--- config.mk ---
export PLATFORM = sky130hd
export DESIGN_NAME = pipelined_barrel_shifter_flat
export DESIGN_NICKNAME = d
export VERILOG_FILES = /design/src/rtl/pipelined_barrel_shifter_if.sv /design/src/rtl/pipelined_barrel_shifter.sv /design/src/flat_wrapper.sv
export SDC_FILE = /design/constraint.sdc
export NUM_CORES = 1
export LEC_CHECK = 0
export CORE_MARGIN = 10
export CORE_UTILIZATION = 55
export DETAILED_ROUTE_END_ITERATION = 7
export DONT_BUFFER_PORTS = 1
export GPL_ROUTABILITY_DRIVEN = 0
export PLACE_DENSITY = 0.75
export SETUP_SLACK_MARGIN = 0.5
export SLEW_MARGIN = 15
export SYNTH_ARGS = -nofsm -noshare
export SYNTH_HDL_FRONTEND = slang
export SYNTH_SLANG_ARGS = --single-unit
--- constraint.sdc ---
create_clock -name clk -period 3.3 [get_ports clk]
set_clock_uncertainty 0.1 [all_clocks]
set_input_delay 0 -clock clk [delete_from_list [all_inputs] [get_ports clk]]
set_output_delay 0 -clock clk [all_outputs]
set_load 0.02 [all_outputs]
--- src/rtl/pipelined_barrel_shifter_if.sv ---
// Valid/ready operand and result bundle for the pipelined barrel shifter.
interface pipelined_barrel_shifter_if #(
    parameter int unsigned N = 32
);
    localparam int unsigned B = $clog2(N);

    logic         in_valid;
    logic         in_ready;
    logic [N-1:0] in_data;
    logic [B-1:0] in_shamt;
    logic [2:0]   in_op;

    logic         out_valid;
    logic         out_ready;
    logic [N-1:0] out_data;
    logic         out_carry;
    logic         out_zero;
    logic         out_err;

    // Producer of operations and consumer of results.
    modport master (
        output in_valid, in_data, in_shamt, in_op, out_ready,
        input  in_ready, out_valid, out_data, out_carry, out_zero, out_err
    );

    // The shifter itself.
    modport slave (
        input  in_valid, in_data, in_shamt, in_op, out_ready,
        output in_ready, out_valid, out_data, out_carry, out_zero, out_err
    );
endinterface

--- src/rtl/pipelined_barrel_shifter.sv ---
// Log-stage barrel shifter (LSL/LSR/ASR/ROL/ROR) with carry/zero/error flags.
// PIPE=1 registers every log stage (latency B); PIPE=0 keeps one output register.
module pipelined_barrel_shifter #(
    parameter int unsigned N    = 32,
    parameter bit          PIPE = 1'b1
) (
    input logic                       clk,
    input logic                       rst_n,
    pipelined_barrel_shifter_if.slave bus
);
    localparam int unsigned B  = $clog2(N);
    localparam int unsigned NS = PIPE ? B : 1;

    localparam logic [2:0] OpLsl = 3'd0;
    localparam logic [2:0] OpLsr = 3'd1;
    localparam logic [2:0] OpAsr = 3'd2;
    localparam logic [2:0] OpRol = 3'd3;
    localparam logic [2:0] OpRor = 3'd4;

    typedef struct packed {
        logic [N-1:0] data;
        logic [2:0]   op;
        logic [B-1:0] shamt;
        logic         carry;
    } stage_t;

    // One log stage: shift by 2**k if shamt bit k is set. The carry kept is the
    // last bit pushed out so far; the highest set stage therefore leaves the
    // overall last bit out, which also equals the wrapped bit for rotates.
    function automatic stage_t shift_stage(input stage_t s, input int unsigned k);
        stage_t       r;
        int unsigned  m;
        logic [B-1:0] sh;
        logic [N-1:0] lo_out;
        logic [N-1:0] hi_out;
        r      = s;
        m      = 1 << k;
        sh     = s.shamt >> k;
        lo_out = s.data >> (m - 1);  // bit m-1 lands at position 0
        hi_out = s.data << (m - 1);  // bit N-m lands at position N-1
        if (sh[0]) begin
            unique case (s.op)
                OpLsl: begin
                    r.data  = s.data << m;
                    r.carry = hi_out[N-1];
                end
                OpLsr: begin
                    r.data  = s.data >> m;
                    r.carry = lo_out[0];
                end
                OpAsr: begin
                    r.data  = $signed(s.data) >>> m;
                    r.carry = lo_out[0];
                end
                OpRol: begin
                    r.data  = (s.data << m) | (s.data >> (N - m));
                    r.carry = hi_out[N-1];
                end
                OpRor: begin
                    r.data  = (s.data >> m) | (s.data << (N - m));
                    r.carry = lo_out[0];
                end
                default: r = s;  // illegal op passes through untouched
            endcase
        end
        return r;
    endfunction

    stage_t        st_q [NS];
    stage_t        st_d [NS];
    logic [NS-1:0] v_q;
    logic [NS-1:0] v_d;
    logic [NS-1:0] adv;
    logic [NS-1:0] ld;
    logic [NS-1:0] en;
    logic          zero_q;
    logic          zero_d;
    logic          err_q;
    logic          err_d;

    // Backpressure chain: a stage loads when empty or when it advances this cycle.
    always_comb begin
        logic down_ready;
        adv        = '0;
        ld         = '0;
        down_ready = bus.out_ready;
        for (int j = int'(NS) - 1; j >= 0; j--) begin
            adv[j]     = v_q[j] & down_ready;
            ld[j]      = ~v_q[j] | adv[j];
            down_ready = ld[j];
        end
    end

    // Forward datapath: each register applies its log stage(s) to its upstream.
    always_comb begin
        stage_t up;
        stage_t nxt;
        logic   up_v;
        up   = '{data: bus.in_data, op: bus.in_op, shamt: bus.in_shamt, carry: 1'b0};
        up_v = bus.in_valid;
        nxt  = up;
        en   = '0;
        v_d  = v_q;
        for (int j = 0; j < int'(NS); j++) begin
            nxt = up;
            for (int k = 0; k < int'(B); k++) begin
                if (!PIPE || k == j) begin
                    nxt = shift_stage(nxt, k);
                end
            end
            st_d[j] = nxt;
            en[j]   = ld[j] & up_v;
            v_d[j]  = ld[j] ? up_v : v_q[j];
            up      = st_q[j];
            up_v    = v_q[j];
        end
        zero_d = (st_d[NS-1].data == '0);
        err_d  = (st_d[NS-1].op > OpRor);
    end

    // Stage registers; flags are captured alongside the final stage.
    always_ff @(posedge clk or negedge rst_n) begin
        if (!rst_n) begin
            for (int j = 0; j < int'(NS); j++) begin
                st_q[j] <= '0;
            end
            v_q    <= '0;
            zero_q <= 1'b0;
            err_q  <= 1'b0;
        end else begin
            for (int j = 0; j < int'(NS); j++) begin
                if (en[j]) begin
                    st_q[j] <= st_d[j];
                end
            end
            v_q <= v_d;
            if (en[NS-1]) begin
                zero_q <= zero_d;
                err_q  <= err_d;
            end
        end
    end

    assign bus.in_ready  = ld[0];
    assign bus.out_valid = v_q[NS-1];
    assign bus.out_data  = st_q[NS-1].data;
    assign bus.out_carry = st_q[NS-1].carry;
    assign bus.out_zero  = zero_q;
    assign bus.out_err   = err_q;
endmodule

--- src/flat_wrapper.sv ---
// flat-port wrapper written by rule: the top's interface ports become plain ports
module pipelined_barrel_shifter_flat 
#(
    parameter int unsigned N    = 32,
    parameter bit          PIPE = 1'b1
)
  (clk, rst_n, bus_in_valid, bus_in_data, bus_in_shamt, bus_in_op, bus_out_ready, bus_in_ready, bus_out_valid, bus_out_data, bus_out_carry, bus_out_zero, bus_out_err);
  pipelined_barrel_shifter_if #(.N(N)) bus_i ();
  input logic clk;
  input logic rst_n;
  input wire logic [$bits(bus_i.in_valid)-1:0] bus_in_valid;
  input wire logic [$bits(bus_i.in_data)-1:0] bus_in_data;
  input wire logic [$bits(bus_i.in_shamt)-1:0] bus_in_shamt;
  input wire logic [$bits(bus_i.in_op)-1:0] bus_in_op;
  input wire logic [$bits(bus_i.out_ready)-1:0] bus_out_ready;
  output wire logic [$bits(bus_i.in_ready)-1:0] bus_in_ready;
  output wire logic [$bits(bus_i.out_valid)-1:0] bus_out_valid;
  output wire logic [$bits(bus_i.out_data)-1:0] bus_out_data;
  output wire logic [$bits(bus_i.out_carry)-1:0] bus_out_carry;
  output wire logic [$bits(bus_i.out_zero)-1:0] bus_out_zero;
  output wire logic [$bits(bus_i.out_err)-1:0] bus_out_err;
  assign bus_i.in_valid = bus_in_valid;
  assign bus_i.in_data = bus_in_data;
  assign bus_i.in_shamt = bus_in_shamt;
  assign bus_i.in_op = bus_in_op;
  assign bus_i.out_ready = bus_out_ready;
  assign bus_in_ready = bus_i.in_ready;
  assign bus_out_valid = bus_i.out_valid;
  assign bus_out_data = bus_i.out_data;
  assign bus_out_carry = bus_i.out_carry;
  assign bus_out_zero = bus_i.out_zero;
  assign bus_out_err = bus_i.out_err;
  pipelined_barrel_shifter #(.N(N), .PIPE(PIPE)) u_core (.clk(clk), .rst_n(rst_n), .bus(bus_i));
endmodule
==> metrics.cfg <==
[floorplanning]
initial_core_util_pct = 55.9
io_pins = 81
die_x_um = 160
rows = 51
fp.dieArea_mm2 = 0.0257
core_mm2 = 0.0194
die_y_um = 160

[layout]
multi_input_area_mm2 = 0.00527
area_delta_synth_final_pct = 8.71
stdcell_count = 1417
fillCellCount = 1669
num-nets-final = 1183
layout-drive-gt1-share_pct = 7.64
regArea_mm2 = 0.00485
diodes = 0
final_common_cell = dfrtp_1
final_cell_mix = dfrtp_1, o21ai_0, nand2_1

[flow_run]
cap_violations = 0

[outcome]
violations = hold timing
run_status = complete, but fails checks

[timing]
fin_crit_ns = 2.56
tns_ns = 0
min_period_over_period_pct = 77.5
hold_viol = 194
slew_viol_final = 0
tightest_slew_ns = 1.04
setup_viol = 0
fmax_mhz = 391
whs_ns = -0.857
rsz0062_at_grt = no
slew_headroom_pct = 30.4

[route]
route.detailed.drc = 0
wl_um = 27100
ant_nets = 0
drt_iter0_drc = 817
avgRoutedWirePerCell_um = 19.1
routed_via_density = 6.45
vias = 9140
drt_first_pass_iters = 5

[setup_path]
path_max_fanout = 32
crit_type = reg -> reg
cp_top_family = simple AND/OR/NAND/NOR gates
slowest_stage = dlygate4sd3_1
critPathRequiredTime_ns = 3.57
end_kind = register
critPathLaunchType = register
cp_num_buf_inv = 1
crit_arrival_ns = 2.82
path_cells = and4b_1, nand3_1, nand2_4, nand2_1, o31ai_1, dlygate4sd3_1
critical-path-max-stage-delay_ns = 0.60

[logic_synthesis]
yosysSeqAreaShare_pct = 44.8
syn-num-nets = 1237
syn_area_per_cell_um2 = 9.09
synth_cells = 1193
synth_edf_count = 0
yosys_warnings = 0
synth-main-ff-cell = dfrtp_1
synth_cell_types = 53
ys_ff_latch = 194
async_flop_share_pct = 100
syn_area_mm2 = 0.0108

[pwr]
p_per_area_mw_per_mm2 = 923
leakage_nw = 4.75
irDropWorstVdd_uv = 485
finalPower_mw = 10.9

[placement]
port_buffers = 0
dp.cells = 1334
hpwl_um = 18300

[clock_tree]
insertion_delay_ns = 0.43
clk_pin_slew_ns = 0.08
cts-root-buf = clkbuf_16
h-tree-depth = 4
cts_inserted_buffers = 17
max-clock-path-buffers = 2
cts_tree = done
clock_sinks = 194

[global_route]
grt-ovfl-total = 0
grt_antenna_before_repair = 0
grt_use_total_pct = 20.8
grt_pass1_vias = 8487
grt_pass1_wl_um = 45200
grt_max_degree = 195

[min_path]
hp-class = in -> async

[synthesized netlist by cell type, drive strengths merged (2+ instances only)]
cell	count	area [µm²]
a211oi	4	30.0
a21o	4	30.0
a21oi	23	126
a221o	69	691
a221oi	30	263
a222oi	2	20.0
a22oi	6	45.0
a31oi	15	93.8
and2	19	119
and3	2	12.5
buf	64	422
clkbuf	79	297
dfrtp	194	4850
inv	5	18.8
maj3	15	150
mux2	22	248
mux2i	17	170
nand2	194	728
nand2b	8	50.1
nand3	4	20.0
nor2	55	206
nor2b	4	25.0
nor3	3	15.0
nor4	5	31.3
o21a	4	30.0
o21ai	201	1010
o22a	15	131
o22ai	31	194
o2bb2ai	26	228
o31ai	46	350
o32ai	4	35.0
or2	6	40.0
xnor2	3	26.3
xor2	3	26.3
[path summary, 6_finish.rpt]
path                                      start                      end  slack [ns]  cells past startpoint
max in group asynchronous                 rst_n         u_core.st_q[154]        3.65                      0
worst min-delay path                      rst_n  u_core.bus.out_data[14]       -0.86                      0
worst min register to register  u_core.st_q[41]          u_core.st_q[41]        0.39                      2
worst max-delay path              u_core.v_q[4]         u_core.st_q[176]        0.74                      6
worst max register to register    u_core.v_q[4]         u_core.st_q[176]        0.74                      6
min in group clk                   bus_in_op[2]         u_core.st_q[204]        0.02                      5
[where the power goes]
part	internal (mW)	leakage, nW	switching [mW]
Clock	1.29	0.314	0.959
Combinational	1.70	2.05	2.19
Sequential	3.23	2.39	1.50
Total	6.23	4.75	4.65
[worst reg2reg max path, stage by stage, from the launching register on]
cell and delay, ns:
dfrtp_1 0.50, and4b_1 0.33, nand3_1 0.33, nand2_4 0.42, nand2_1 0.12, o31ai_1 0.09
dlygate4sd3_1 0.60
[cell families after synthesis]
| logic type | Yosys count | share of synthesized area (%) |
|---|---|---|
| AOI/OAI and AO/OA | 485 | 30.7 |
| xor gates and xnor gates | 6 | 0.485 |
| adders and majority gates | 15 | 1.38 |
| buffers and inverters | 148 | 6.80 |
| DFF | 194 | 44.8 |
| muxes | 39 | 3.85 |
| and+or+nand+nor | 306 | 12.0 |
[area by class of cell]
type	count	area share (%)
Sequential cell	194	41.2
Multi-Input combinational cell	851	44.7
Timing Repair Buffer	70	5.65
Tap cell	265	2.81
Clock buffer	17	3.61
Inverter	5	0.159
Clock inverter	15	1.86
[state kept, by name, summed over array words and instances (netlist names)]
| name | flops |
|---|---|
| u_core.v_q | 5 |
| u_core.bus.out_zero | 1 |
| u_core.bus.out_carry | 1 |
| u_core.bus.out_data | 32 |
| u_core.st_q | 154 |
| u_core.bus.out_err | 1 |
[what timing repair did]
item / 4_1_cts / 5_1_grt
hold buffers: 50 / 1
endpoints found under the setup margin: 0 / 5
hold endpoints to repair: 241 / 206
setup buffers: 0 / 0
gates resized for setup: 0 / 1
[metal layers]
layer	share of wire, %	wire, µm	global-route usage, %
met2	48	13000	33.8
met1	43	11600	26.5
met3	5.9	1610	4.52
met5	0	0	0
met4	3.0	819	7.68
[stage by stage]
step                      cell area, µm²  setup slack (ns)  utilization, %
after floorplan                    10800              1.25               -
after global routing               11800             0.614            60.8
after global placement             10600              1.04            54.8
final                              11800             0.743            60.8
after CTS                          11800             0.647            60.7
after detailed placement           10600             0.986            54.8
Power figures use the tool's default switching activity.
